===== config.mk =====
export PLATFORM = sky130hd
export DESIGN_NAME = multicycle_control_unit
export DESIGN_NICKNAME = d
export VERILOG_FILES = /design/src/rtl/cu_pkg.sv /design/src/rtl/alu_decoder.sv /design/src/rtl/branch_resolver.sv /design/src/rtl/multicycle_control_unit.sv
export SDC_FILE = /design/constraint.sdc
export NUM_CORES = 1
export LEC_CHECK = 0
export CORE_ASPECT_RATIO = 0.7
export CORE_UTILIZATION = 46
export CTS_CLUSTER_DIAMETER = 120
export DETAILED_ROUTE_END_ITERATION = 8
export HOLD_SLACK_MARGIN = 0.03
export PLACE_DENSITY = 0.84
export REMOVE_ABC_BUFFERS = 1
export SYNTH_ARGS = -nofsm -noshare
export SYNTH_HDL_FRONTEND = slang
export SYNTH_SLANG_ARGS = --single-unit
export TNS_END_PERCENT = 5

===== constraint.sdc =====
create_clock -name clk -period 2.25 [get_ports clk]
set_input_delay 0.225 -clock clk [delete_from_list [all_inputs] [get_ports clk]]
set_output_delay 0.225 -clock clk [all_outputs]
set_load 0.05 [all_outputs]

===== src/rtl/cu_pkg.sv =====
// Shared definitions for the multi-cycle RV32I control unit.
// Contents: FSM state encoding, RV32I opcode and branch funct3 constants,
// datapath mux encodings (alu_src_a, alu_src_b, result_src, adr_src), and
// the ALU-control / immediate-type codes shared with the ALU decoder.
package cu_pkg;

  localparam int ALU_CNTL_BITS_COUNT = 4;
  localparam int IMM_TYPE_BITS_COUNT = 3;

  typedef enum logic [3:0] {
    S_IDLE,
    S_FETCH,
    S_DECODE,
    S_MEM_ADR,
    S_MEM_READ,
    S_MEM_WB,
    S_MEM_WRITE,
    S_EXEC_R,
    S_EXEC_I,
    S_ALU_WB,
    S_JAL,
    S_JALR,
    S_UPPER,
    S_BRANCH,
    S_TRAP
  } state_t;

  // RV32I major opcodes
  localparam logic [6:0] OPC_LOAD   = 7'b0000011;
  localparam logic [6:0] OPC_STORE  = 7'b0100011;
  localparam logic [6:0] OPC_OP     = 7'b0110011;
  localparam logic [6:0] OPC_OP_IMM = 7'b0010011;
  localparam logic [6:0] OPC_BRANCH = 7'b1100011;
  localparam logic [6:0] OPC_JAL    = 7'b1101111;
  localparam logic [6:0] OPC_JALR   = 7'b1100111;
  localparam logic [6:0] OPC_LUI    = 7'b0110111;
  localparam logic [6:0] OPC_AUIPC  = 7'b0010111;

  // Branch funct3 codes
  localparam logic [2:0] F3_BEQ  = 3'b000;
  localparam logic [2:0] F3_BNE  = 3'b001;
  localparam logic [2:0] F3_BLT  = 3'b100;
  localparam logic [2:0] F3_BGE  = 3'b101;
  localparam logic [2:0] F3_BLTU = 3'b110;
  localparam logic [2:0] F3_BGEU = 3'b111;

  // Datapath mux encodings
  localparam logic [1:0] SRC_A_PC     = 2'b00;
  localparam logic [1:0] SRC_A_OLDPC  = 2'b01;
  localparam logic [1:0] SRC_A_RS1    = 2'b10;
  localparam logic [1:0] SRC_B_RS2    = 2'b00;
  localparam logic [1:0] SRC_B_IMM    = 2'b01;
  localparam logic [1:0] SRC_B_FOUR   = 2'b10;
  localparam logic [1:0] RES_ALUOUT   = 2'b00;
  localparam logic [1:0] RES_RDATA    = 2'b01;
  localparam logic [1:0] RES_ALU      = 2'b10;
  localparam logic       ADR_PC       = 1'b0;
  localparam logic       ADR_ALUOUT   = 1'b1;

  // ALU operation codes
  localparam logic [ALU_CNTL_BITS_COUNT-1:0] ALU_ADD    = 4'd0;
  localparam logic [ALU_CNTL_BITS_COUNT-1:0] ALU_SUB    = 4'd1;
  localparam logic [ALU_CNTL_BITS_COUNT-1:0] ALU_SLL    = 4'd2;
  localparam logic [ALU_CNTL_BITS_COUNT-1:0] ALU_SLT    = 4'd3;
  localparam logic [ALU_CNTL_BITS_COUNT-1:0] ALU_SLTU   = 4'd4;
  localparam logic [ALU_CNTL_BITS_COUNT-1:0] ALU_XOR    = 4'd5;
  localparam logic [ALU_CNTL_BITS_COUNT-1:0] ALU_SRL    = 4'd6;
  localparam logic [ALU_CNTL_BITS_COUNT-1:0] ALU_SRA    = 4'd7;
  localparam logic [ALU_CNTL_BITS_COUNT-1:0] ALU_OR     = 4'd8;
  localparam logic [ALU_CNTL_BITS_COUNT-1:0] ALU_AND    = 4'd9;
  localparam logic [ALU_CNTL_BITS_COUNT-1:0] ALU_PASS_B = 4'd10;

  // Immediate formats
  localparam logic [IMM_TYPE_BITS_COUNT-1:0] IMM_I = 3'd0;
  localparam logic [IMM_TYPE_BITS_COUNT-1:0] IMM_S = 3'd1;
  localparam logic [IMM_TYPE_BITS_COUNT-1:0] IMM_B = 3'd2;
  localparam logic [IMM_TYPE_BITS_COUNT-1:0] IMM_U = 3'd3;
  localparam logic [IMM_TYPE_BITS_COUNT-1:0] IMM_J = 3'd4;

  function automatic logic [IMM_TYPE_BITS_COUNT-1:0] imm_type_of(input logic [6:0] op);
    case (op)
      OPC_STORE:          imm_type_of = IMM_S;
      OPC_BRANCH:         imm_type_of = IMM_B;
      OPC_LUI, OPC_AUIPC: imm_type_of = IMM_U;
      OPC_JAL:            imm_type_of = IMM_J;
      default:            imm_type_of = IMM_I;
    endcase
  endfunction

endpackage


===== src/rtl/alu_decoder.sv =====
// ALU decoder: maps funct3, funct7[5] and opcode[5] to an ALU operation.
// Ports:
//   opcode_bit5  in   opcode[5] (1 = register-register, 0 = immediate)
//   funct3       in   instruction funct3
//   funct7_bit5  in   instruction bit 30
//   alu_control  out  ALU operation code
module alu_decoder
  import cu_pkg::*;
(
  input  logic                           opcode_bit5,
  input  logic [2:0]                     funct3,
  input  logic                           funct7_bit5,
  output logic [ALU_CNTL_BITS_COUNT-1:0] alu_control
);

  always_comb begin
    alu_control = ALU_ADD;
    case (funct3)
      // SUB only exists for R-type; addi with bit 30 set is still an add.
      3'b000:  alu_control = (opcode_bit5 && funct7_bit5) ? ALU_SUB : ALU_ADD;
      3'b001:  alu_control = ALU_SLL;
      3'b010:  alu_control = ALU_SLT;
      3'b011:  alu_control = ALU_SLTU;
      3'b100:  alu_control = ALU_XOR;
      3'b101:  alu_control = funct7_bit5 ? ALU_SRA : ALU_SRL;
      3'b110:  alu_control = ALU_OR;
      3'b111:  alu_control = ALU_AND;
      default: alu_control = ALU_ADD;
    endcase
  end

endmodule


===== src/rtl/branch_resolver.sv =====
// Branch resolver: combinational taken/illegal decision for RV32I branches.
// Ports:
//   funct3     in   branch condition code
//   zero_flag  in   ALU result == 0 (rs1 - rs2)
//   lt_flag    in   signed rs1 < rs2
//   ltu_flag   in   unsigned rs1 < rs2
//   taken      out  branch condition holds
//   illegal    out  funct3 is not a branch condition (010/011)
module branch_resolver
  import cu_pkg::*;
(
  input  logic [2:0] funct3,
  input  logic       zero_flag,
  input  logic       lt_flag,
  input  logic       ltu_flag,
  output logic       taken,
  output logic       illegal
);

  always_comb begin
    taken   = 1'b0;
    illegal = 1'b0;
    case (funct3)
      F3_BEQ:  taken = zero_flag;
      F3_BNE:  taken = ~zero_flag;
      F3_BLT:  taken = lt_flag;
      F3_BGE:  taken = ~lt_flag;
      F3_BLTU: taken = ltu_flag;
      F3_BGEU: taken = ~ltu_flag;
      default: illegal = 1'b1;
    endcase
  end

endmodule


===== src/rtl/multicycle_control_unit.sv =====
// Multi-cycle RV32I control unit. A Moore-style FSM sequences
// fetch / decode / execute / memory / writeback over a shared datapath with a
// single memory port guarded by a request/ready handshake and an optional
// timeout. Illegal instructions and bus timeouts enter a sticky TRAP state.
//
// Optional feature: define MULTICYCLE_CU_PERF_EN to add cycle_count and
// instret_count performance counters.
//
// Ports:
//   clk, reset             clock (rising edge), asynchronous active-high reset
//   opcode/funct3/funct7_bit5  instruction register fields
//   zero_flag/lt_flag/ltu_flag ALU comparison flags
//   mem_ready              memory completes the current request
//   mem_req/mem_write/adr_src  memory request controls
//   ir_write/pc_write/reg_write  architectural write enables
//   alu_src_a/alu_src_b/result_src  datapath mux selects
//   alu_control/imm_type   ALU operation and immediate format
//   illegal_instr/bus_error  sticky trap causes
//   cycle_count/instret_count  (perf build only) 32-bit counters
module multicycle_control_unit
  import cu_pkg::*;
#(
  parameter  int MEM_TIMEOUT = 16,
  localparam int TMO_W       = (MEM_TIMEOUT > 0) ? $clog2(MEM_TIMEOUT + 1) : 1
) (
  input  logic                           clk,
  input  logic                           reset,
  input  logic [6:0]                     opcode,
  input  logic [2:0]                     funct3,
  input  logic                           funct7_bit5,
  input  logic                           zero_flag,
  input  logic                           lt_flag,
  input  logic                           ltu_flag,
  input  logic                           mem_ready,
  output logic                           mem_req,
  output logic                           mem_write,
  output logic                           adr_src,
  output logic                           ir_write,
  output logic                           pc_write,
  output logic                           reg_write,
  output logic [1:0]                     alu_src_a,
  output logic [1:0]                     alu_src_b,
  output logic [1:0]                     result_src,
  output logic [ALU_CNTL_BITS_COUNT-1:0] alu_control,
  output logic [IMM_TYPE_BITS_COUNT-1:0] imm_type,
  output logic                           illegal_instr,
  output logic                           bus_error
`ifdef MULTICYCLE_CU_PERF_EN
  ,
  output logic [31:0]                    cycle_count,
  output logic [31:0]                    instret_count
`endif
);

  localparam logic [TMO_W-1:0] TMO_LAST = TMO_W'((MEM_TIMEOUT > 0) ? MEM_TIMEOUT - 1 : 0);

  state_t                           state_q, state_d;
  logic [TMO_W-1:0]                 tmo_q, tmo_d;
  logic                             illegal_q, illegal_d;
  logic                             bus_err_q, bus_err_d;
  logic [ALU_CNTL_BITS_COUNT-1:0]   alu_dec;
  logic                             br_taken, br_illegal;
  logic                             mem_wait, tmo_hit;

  alu_decoder u_alu_decoder (
    .opcode_bit5 (opcode[5]),
    .funct3      (funct3),
    .funct7_bit5 (funct7_bit5),
    .alu_control (alu_dec)
  );

  branch_resolver u_branch_resolver (
    .funct3    (funct3),
    .zero_flag (zero_flag),
    .lt_flag   (lt_flag),
    .ltu_flag  (ltu_flag),
    .taken     (br_taken),
    .illegal   (br_illegal)
  );

  // Outputs decode from the registered state only (plus the handshake in
  // FETCH and the branch decision), so an asynchronous reset of state_q
  // drops the memory request immediately.
  always_comb begin
    mem_req     = 1'b0;
    mem_write   = 1'b0;
    adr_src     = ADR_PC;
    ir_write    = 1'b0;
    pc_write    = 1'b0;
    reg_write   = 1'b0;
    alu_src_a   = SRC_A_PC;
    alu_src_b   = SRC_B_RS2;
    result_src  = RES_ALUOUT;
    alu_control = ALU_ADD;
    imm_type    = IMM_I;
    if (state_q != S_IDLE && state_q != S_FETCH && state_q != S_TRAP)
      imm_type = imm_type_of(opcode);
    case (state_q)
      S_FETCH: begin
        mem_req = 1'b1;
        adr_src = ADR_PC;
        if (mem_ready) begin
          ir_write   = 1'b1;
          pc_write   = 1'b1;
          alu_src_a  = SRC_A_PC;
          alu_src_b  = SRC_B_FOUR;
          result_src = RES_ALU;
        end
      end
      S_DECODE: begin
        alu_src_a = SRC_A_OLDPC;
        alu_src_b = SRC_B_IMM;
      end
      S_MEM_ADR, S_JALR: begin
        alu_src_a = SRC_A_RS1;
        alu_src_b = SRC_B_IMM;
      end
      S_MEM_READ: begin
        mem_req = 1'b1;
        adr_src = ADR_ALUOUT;
      end
      S_MEM_WB: begin
        result_src = RES_RDATA;
        reg_write  = 1'b1;
      end
      S_MEM_WRITE: begin
        mem_req   = 1'b1;
        mem_write = 1'b1;
        adr_src   = ADR_ALUOUT;
      end
      S_EXEC_R: begin
        alu_src_a   = SRC_A_RS1;
        alu_src_b   = SRC_B_RS2;
        alu_control = alu_dec;
      end
      S_EXEC_I: begin
        alu_src_a   = SRC_A_RS1;
        alu_src_b   = SRC_B_IMM;
        alu_control = alu_dec;
      end
      S_ALU_WB: begin
        result_src = RES_ALUOUT;
        reg_write  = 1'b1;
      end
      // PC takes the jump target held in ALUOut while the ALU forms the
      // link address (old PC + 4) for the following writeback.
      S_JAL: begin
        pc_write   = 1'b1;
        result_src = RES_ALUOUT;
        alu_src_a  = SRC_A_OLDPC;
        alu_src_b  = SRC_B_FOUR;
      end
      S_UPPER: begin
        alu_src_b = SRC_B_IMM;
        if (opcode == OPC_LUI) begin
          alu_src_a   = SRC_A_PC;
          alu_control = ALU_PASS_B;
        end else begin
          alu_src_a   = SRC_A_OLDPC;
          alu_control = ALU_ADD;
        end
      end
      S_BRANCH: begin
        alu_src_a   = SRC_A_RS1;
        alu_src_b   = SRC_B_RS2;
        alu_control = ALU_SUB;
        result_src  = RES_ALUOUT;
        pc_write    = br_taken & ~br_illegal;
      end
      default: ;
    endcase
  end

  assign mem_wait = mem_req & ~mem_ready;
  // The last allowed waiting cycle with ready still low trips the timeout;
  // ready on that same cycle takes the normal handshake path instead.
  assign tmo_hit  = (MEM_TIMEOUT > 0) && mem_wait && (tmo_q == TMO_LAST);

  always_comb begin
    state_d   = state_q;
    illegal_d = illegal_q;
    bus_err_d = bus_err_q;
    case (state_q)
      S_IDLE:  state_d = S_FETCH;
      S_FETCH: begin
        if (mem_ready) begin
          state_d = S_DECODE;
        end else if (tmo_hit) begin
          state_d   = S_TRAP;
          bus_err_d = 1'b1;
        end
      end
      S_DECODE: begin
        case (opcode)
          OPC_LOAD, OPC_STORE: state_d = S_MEM_ADR;
          OPC_OP:              state_d = S_EXEC_R;
          OPC_OP_IMM:          state_d = S_EXEC_I;
          OPC_JAL:             state_d = S_JAL;
          OPC_JALR:            state_d = S_JALR;
          OPC_BRANCH:          state_d = S_BRANCH;
          OPC_LUI, OPC_AUIPC:  state_d = S_UPPER;
          default: begin
            state_d   = S_TRAP;
            illegal_d = 1'b1;
          end
        endcase
      end
      S_MEM_ADR: state_d = (opcode == OPC_STORE) ? S_MEM_WRITE : S_MEM_READ;
      S_MEM_READ: begin
        if (mem_ready) begin
          state_d = S_MEM_WB;
        end else if (tmo_hit) begin
          state_d   = S_TRAP;
          bus_err_d = 1'b1;
        end
      end
      S_MEM_WB: state_d = S_FETCH;
      S_MEM_WRITE: begin
        if (mem_ready) begin
          state_d = S_FETCH;
        end else if (tmo_hit) begin
          state_d   = S_TRAP;
          bus_err_d = 1'b1;
        end
      end
      S_EXEC_R, S_EXEC_I, S_UPPER, S_JAL: state_d = S_ALU_WB;
      S_ALU_WB: state_d = S_FETCH;
      // ALUOut now holds rs1 + imm; reuse the JAL step for the PC write.
      S_JALR:   state_d = S_JAL;
      S_BRANCH: begin
        if (br_illegal) begin
          state_d   = S_TRAP;
          illegal_d = 1'b1;
        end else begin
          state_d = S_FETCH;
        end
      end
      S_TRAP:  state_d = S_TRAP;
      default: state_d = S_IDLE;
    endcase
  end

  // The wait counter only runs while a request stalls in the same state.
  always_comb begin
    tmo_d = '0;
    if ((MEM_TIMEOUT > 0) && mem_wait && (state_d == state_q))
      tmo_d = tmo_q + TMO_W'(1);
  end

  always_ff @(posedge clk or posedge reset) begin
    if (reset) begin
      state_q   <= S_IDLE;
      tmo_q     <= '0;
      illegal_q <= 1'b0;
      bus_err_q <= 1'b0;
    end else begin
      state_q   <= state_d;
      tmo_q     <= tmo_d;
      illegal_q <= illegal_d;
      bus_err_q <= bus_err_d;
    end
  end

  assign illegal_instr = illegal_q;
  assign bus_error     = bus_err_q;

`ifdef MULTICYCLE_CU_PERF_EN
  logic [31:0] cycle_q, instret_q;
  logic        retire;

  // Any entry into FETCH other than from IDLE (or a FETCH stall) ends an instruction.
  assign retire = (state_d == S_FETCH) && (state_q != S_FETCH) && (state_q != S_IDLE);

  always_ff @(posedge clk or posedge reset) begin
    if (reset) begin
      cycle_q   <= '0;
      instret_q <= '0;
    end else if (state_q != S_TRAP) begin
      cycle_q <= cycle_q + 32'd1;
      if (retire)
        instret_q <= instret_q + 32'd1;
    end
  end

  assign cycle_count   = cycle_q;
  assign instret_count = instret_q;
`endif

endmodule


==> reports/metrics.yaml, run 1 <==
worstPathMaxFanout: 9
ir_drop_v: 0.000501
yosysUniqueCellTypes: 46
postLayoutCellArea_um2: 1740
antenna_found_initial: 0
drv_cap: 0
cp.required_ns: 2.03
fin_crit_ns: 2.15
drt_iter0_drc: 164
path_class: "register to primary output"
dr.pass1.iters: 4
reg2reg_depth: 8
ys_seq_area_share_pct: 23.7
grt_max_degree: 14
drc_errors: 0
fin_worst_skew_ns: 0.0103
numCtsBuffers: 3
ff2ff_setup_slack_ns: 0.19
rsz0062_at_grt: "yes"
fp.dieW_um: 62.1
ys_warn_count: 0
rows: 14
clk_latency_ns: 0.28
grt_overflow_total: 0
postRouteAntennaNets: 0
clockBufferDepth: 2
synth-edff-count: 0
dr_total_vias: 1342
place.port_buffers: 37
max_freq_ghz: 0.464
coreArea_um2: 2260
initial_core_util_pct: 51.4
synth-main-ff-cell: "dfrtp_1"
path_clk_slew_ns: 0.08
slew_viol_final: 0
grt_use_total_pct: 29.9
pwr_density_cell_nw_per_um2: 1100
slew-limit-headroom_pct: 66.3
async_reset_ff_share_pct: 100
diodes: 0
grt_pass1_wl_um: 5860
finalWirelength_um: 3560
status: "completed"
grt_pass1_vias: 1254
reg2reg_from: "tmo_q[0]$_DFF_PP0_"
io_pins: 38
nNetsFinal: 215
finalCritPeriodShare_pct: 95.7
syn_area_um2: 1160
ctsHoldBuffers: 0
worst_setup_path_end_kind: "primary output"
cts.sink_count: 11
cts_max_level: 1
power.leakage_nw: 0.735
cts_tree: "yes"
synth_cells: 156
viasPerCell: 5.91
place_area_um2: 1710
preCtsSetupSlack_ns: 0.118
fin_util_pct: 77.0
hold_path.class: "input pin to asynchronous set/reset pin"
worstMarginPinSlew_ns: 0.504
fin_ws_ns: 0.0966
layout-drive-gt1-share_pct: 23.6
wl_per_cell_um: 15.7
die_h_um: 44.1
avgSynthCellArea_um2: 7.45
synth_seq_cells: 11
area_growth_pct: 49.7
worstSetupStartpointType: "register"
cp.arrival_ns: 1.93
die_area_um2: 2730
cts-root-buf: "clkbuf_4"
reg2reg_to: "tmo_q[1]$_DFF_PP0_"
hold_viol_final: 0
hpwlAfterDp_um: 2840
nFillCells: 153
setup_viol: 0
gp_congestion: 0.816
through the flow:
step	TNS (ns)	instances	total power, mW	hold slack, ns
floorplan	-2.74	144	1.14	0.0774
global placement	0	223	1.69	0.442
detailed placement	0	223	1.74	0.450
CTS	0	227	1.89	0.263
global route	-0.0122	227	2.00	0.283
finish	0	227	1.91	0.243
synthesized netlist by cell type, drive strengths merged, types with 3 or more instances:
cell	count	area (um^2)
xnor2	3	26.3
o21ai	11	55.1
mux2	3	33.8
buf	10	50.1
nand2b	8	52.6
nor2b	6	37.5
mux2i	4	40.0
a21o	3	22.5
nand3	4	20.0
a21oi	11	55.1
inv	6	22.5
dfrtp	11	275
nor3	7	35.0
nor2	21	78.8
nand2	9	33.8
o211ai	5	42.5
o311ai	3	26.3
power by group:
part	leakage [nW]	internal, mW	total (mW)	switching [mW]
clock network	0.0150	0.0689	0.141	0.0716
registers	0.140	0.247	0.321	0.0737
logic	0.581	0.581	1.45	0.870
sequential cells by signal, indices dropped and copies added, names as in the netlist:
name	cells
state_q	4
bus_error	1
illegal_instr	1
tmo_q	5
cells by family (layout without fill, tap and decap cells):
kind of cell	Yosys count	in the layout	synth area share, %
buf+inv	18	57	6.89
compound gates	45	45	26.6
xor+xnor	5	5	3.77
mux	7	7	6.35
flops	11	11	23.7
fa+ha+maj	2	2	2.15
simple gates	68	68	30.6
worst max-delay path: stages (launching register included):
cell and delay [ns]:
dfrtp_1 0.51, or3_1 0.17, o21ai_0 0.14, or2_2 0.32
nor3_1 0.32, buf_12 0.19
worst max-delay path by stage:
stage	from	end	slack, ns	cells after the start
finish	state_q[3]$_DFF_PP0_	imm_type[0]	0.1	5
global route	opcode[0]	alu_control[1]	-0.009	6
CTS	state_q[2]$_DFF_PP0_	alu_control[1]	0.008	5
detailed placement	opcode[0]	alu_control[1]	0.12	6
global placement	opcode[0]	alu_control[1]	0.17	6
floorplan	state_q[0]$_DFF_PP0_	ir_write	-0.93	3
layout make-up:
class / instances / area (um^2) / share of cell area (%)
Clock buffer: 4 / 26.3 / 1.51
Inverter: 6 / 22.5 / 1.29
Multi-Input combinational cell: 127 / 813 / 46.7
Sequential cell: 11 / 278 / 16.0
Tap cell: 32 / 40.0 / 2.30
Timing Repair Buffer: 47 / 561 / 32.2
per-layer routing:
| metal | vias up | part of all wire, % | global-route usage [%] |
|---|---|---|---|
| li1 | 649 | - | - |
| met1 | 627 | 43 | 41.3 |
| met2 | 62 | 49 | 48.7 |
| met3 | 4 | 6.0 | 6.73 |
| met4 | 0 | 1.6 | 4.89 |
| met5 | - | 0 | 0 |
cell usage in the layout, fill, tap and decap left out, types with 2 or more instances in the layout:
cell	synthesis	final
nor2_1	21	21
nand3_1	4	4
xnor2_1	3	3
clkdlybuf4s50_1	0	18
nand2b_1	7	7
buf_4	1	16
xor2_1	2	2
o21ai_1	0	3
nor2b_1	6	6
and3_1	2	2
nor3_1	7	7
or2_2	2	2
nand2_1	9	9
dfrtp_2	0	2
mux2i_1	4	4
o211ai_1	4	4
ha_1	2	2
dfrtp_1	11	9
a21o_1	3	3
clkbuf_4	0	3
buf_12	0	13
o311ai_1	3	3
nand4_1	2	2
a21oi_1	11	11
inv_1	6	6
mux2_2	3	3
o21ai_0	11	8
timing repair:
action                     CTS  global route
pin swaps                    0             0
resized for setup            1             5
setup buffers                0             0
setup endpoints to repair    1             6
No activity file was read; power rests on OpenSTA's default activity.
==> run 2, diff against run 1 <==
--- a/config.mk
+++ b/config.mk
@@ -15,4 +15,4 @@
 export SYNTH_ARGS = -nofsm -noshare
 export SYNTH_HDL_FRONTEND = slang
 export SYNTH_SLANG_ARGS = --single-unit
-export TNS_END_PERCENT = 5
+export TNS_END_PERCENT = 50
==> results of run 2 <==
The final DEF is identical to that of run 1; final timing and power are the same.
==> run 3, diff against run 2 <==
--- a/config.mk
+++ b/config.mk
@@ -10,7 +10,7 @@
 export CTS_CLUSTER_DIAMETER = 120
 export DETAILED_ROUTE_END_ITERATION = 8
 export HOLD_SLACK_MARGIN = 0.03
-export PLACE_DENSITY = 0.84
+export PLACE_DENSITY = 0.82
 export REMOVE_ABC_BUFFERS = 1
 export SYNTH_ARGS = -nofsm -noshare
 export SYNTH_HDL_FRONTEND = slang
==> run 3 against run 2 <==
  * Power is essentially flat
  * Critical path depth grew 1
  * Wire length grew 1.7%
  * Largest cell class unchanged
  * Critical path type is now input pin to primary output
==> reports/metrics.yaml, run 3 (synthesis gave the netlist of run 1 again) <==
clk_latency_ns: 0.28
io_pins: 38
dr_total_vias: 1332
fin_worst_skew_ns: 0.00945
drt_iter0_drc: 137
diodes: 0
finalWirelength_um: 3620
nFillCells: 163
cts_max_level: 1
worst_setup_path_end_kind: "primary output"
status: "completed"
worstMarginPinSlew_ns: 0.503
initial_core_util_pct: 51.4
drv_cap: 0
hold_viol_final: 0
slowest_delay_ns: 0.53
cp.arrival_ns: 1.93
path_clk_slew_ns: 0.07
worstPathMaxFanout: 4
cts_tree: "yes"
place_area_um2: 1710
power_mw: 1.91
grt_pass1_wl_um: 5840
reg_top3: "tmo_q (5), state_q (4)"
cts-root-buf: "clkbuf_4"
postLayoutCellArea_um2: 1760
grt_use_total_pct: 29.5
path_cells: "clkdlybuf4s50_1 > and3b_2 > nand4_1 > or4_1 > o21ai_1 > buf_12"
largest_register_ffs: 5
final_cells: 228
drc_errors: 0
regArea_um2: 278
place.port_buffers: 37
pwr_density_cell_nw_per_um2: 1090
hold_path.class: "input pin to asynchronous set/reset pin"
reg2reg_depth: 8
rsz0062_at_grt: "no"
die_h_um: 44.1
dp.cells: 224
coreArea_um2: 2260
gp_congestion: 0.839
ir_drop_v: 0.000513
viasPerCell: 5.84
layout-drive-gt1-share_pct: 25.5
final_cell_mix: "21 x nor2_1, 18 x clkdlybuf4s50_1, 17 x buf_4, 13 x buf_12, 11 x a21oi_1"
cp.required_ns: 2.03
area_growth_pct: 51.3
grt_overflow_total: 0
finalCritPeriodShare_pct: 95.7
slew-limit-headroom_pct: 66.4
fp.dieW_um: 62.1
grt_pass1_vias: 1253
fin_hold_ws_ns: 0.254
post-cts-setup-buffers: 0
fin_crit_ns: 2.15
slowest_stage: "clkdlybuf4s50_1"
max_freq_ghz: 0.464
numCtsBuffers: 3
multi_input_area_um2: 825
die_area_um2: 2730
top_register: "tmo_q"
dr.pass1.iters: 4
antenna_found_initial: 0
mostFrequentLayoutCell: "nor2_1"
hpwlAfterDp_um: 2890
nNetsFinal: 216
cts.sink_count: 11
wl_per_cell_um: 15.9
worstSetupStartpointType: "input pin"
postRouteAntennaNets: 0
path_class: "input pin to primary output"
rows: 14
power.leakage_nw: 0.744
grt_max_degree: 14
slew_viol_final: 0
setup_viol: 0
clockBufferDepth: 2
## run 3: timing repair
action	in CTS	in global routing
hold buffers	0	0
resized for setup	2	6
setup endpoints to repair	2	7
pin swaps	0	0
## run 3: worst paths after layout
path,slack [ns],start,endpoint
setup / recovery,0.1,opcode[1],alu_control[1]
hold / removal,0.25,reset,tmo_q[4]$_DFF_PP0_
setup reg to reg,0.23,tmo_q[0]$_DFF_PP0_,tmo_q[3]$_DFF_PP0_
hold reg to reg,0.47,tmo_q[0]$_DFF_PP0_,tmo_q[0]$_DFF_PP0_
max in group asynchronous,1.67,reset,state_q[1]$_DFF_PP0_
min in group clk,0.47,tmo_q[0]$_DFF_PP0_,tmo_q[0]$_DFF_PP0_
## run 3: where the power goes
part / internal, mW / switching (mW)
Clock: 0.0688 / 0.0694
Combinational: 0.584 / 0.868
Sequential: 0.247 / 0.0737
Total: 0.900 / 1.01
## run 3: metrics by stage
| stage | setup WS (ns) | utilization (%) | setup TNS (ns) |
|---|---|---|---|
| after floorplan | -0.930 | - | -2.74 |
| after global placement | 0.173 | 75.8 | 0 |
| after detailed placement | 0.0924 | 75.8 | 0 |
| after CTS | -0.000478 | 77.0 | -0.000478 |
| after global routing | 0.000733 | 77.9 | 0 |
| final | 0.0956 | 77.9 | 0 |
## run 3: layout make-up
type | instances | area share (%)
Multi-Input combinational cell | 127 | 46.9
Timing Repair Buffer | 48 | 32.3
Clock buffer | 4 | 1.49
Sequential cell | 11 | 15.8
Inverter | 6 | 1.28
Tap cell | 32 | 2.28
## run 3: critical path: cells and delay by family
family,cells,cell delay [ns]
simple gates,3,0.81
buf+inv,2,0.71
compound gates,1,0.18
## run 3: per-layer routing
layer | GRT usage (%) | up-vias | wire length (um)
met1 | 38.4 | 626 | 1580
met4 | 7.11 | 0 | 89
met5 | 0 | - | 0
met3 | 8.48 | 8 | 198
met2 | 48.3 | 50 | 1750
li1 | - | 648 | -
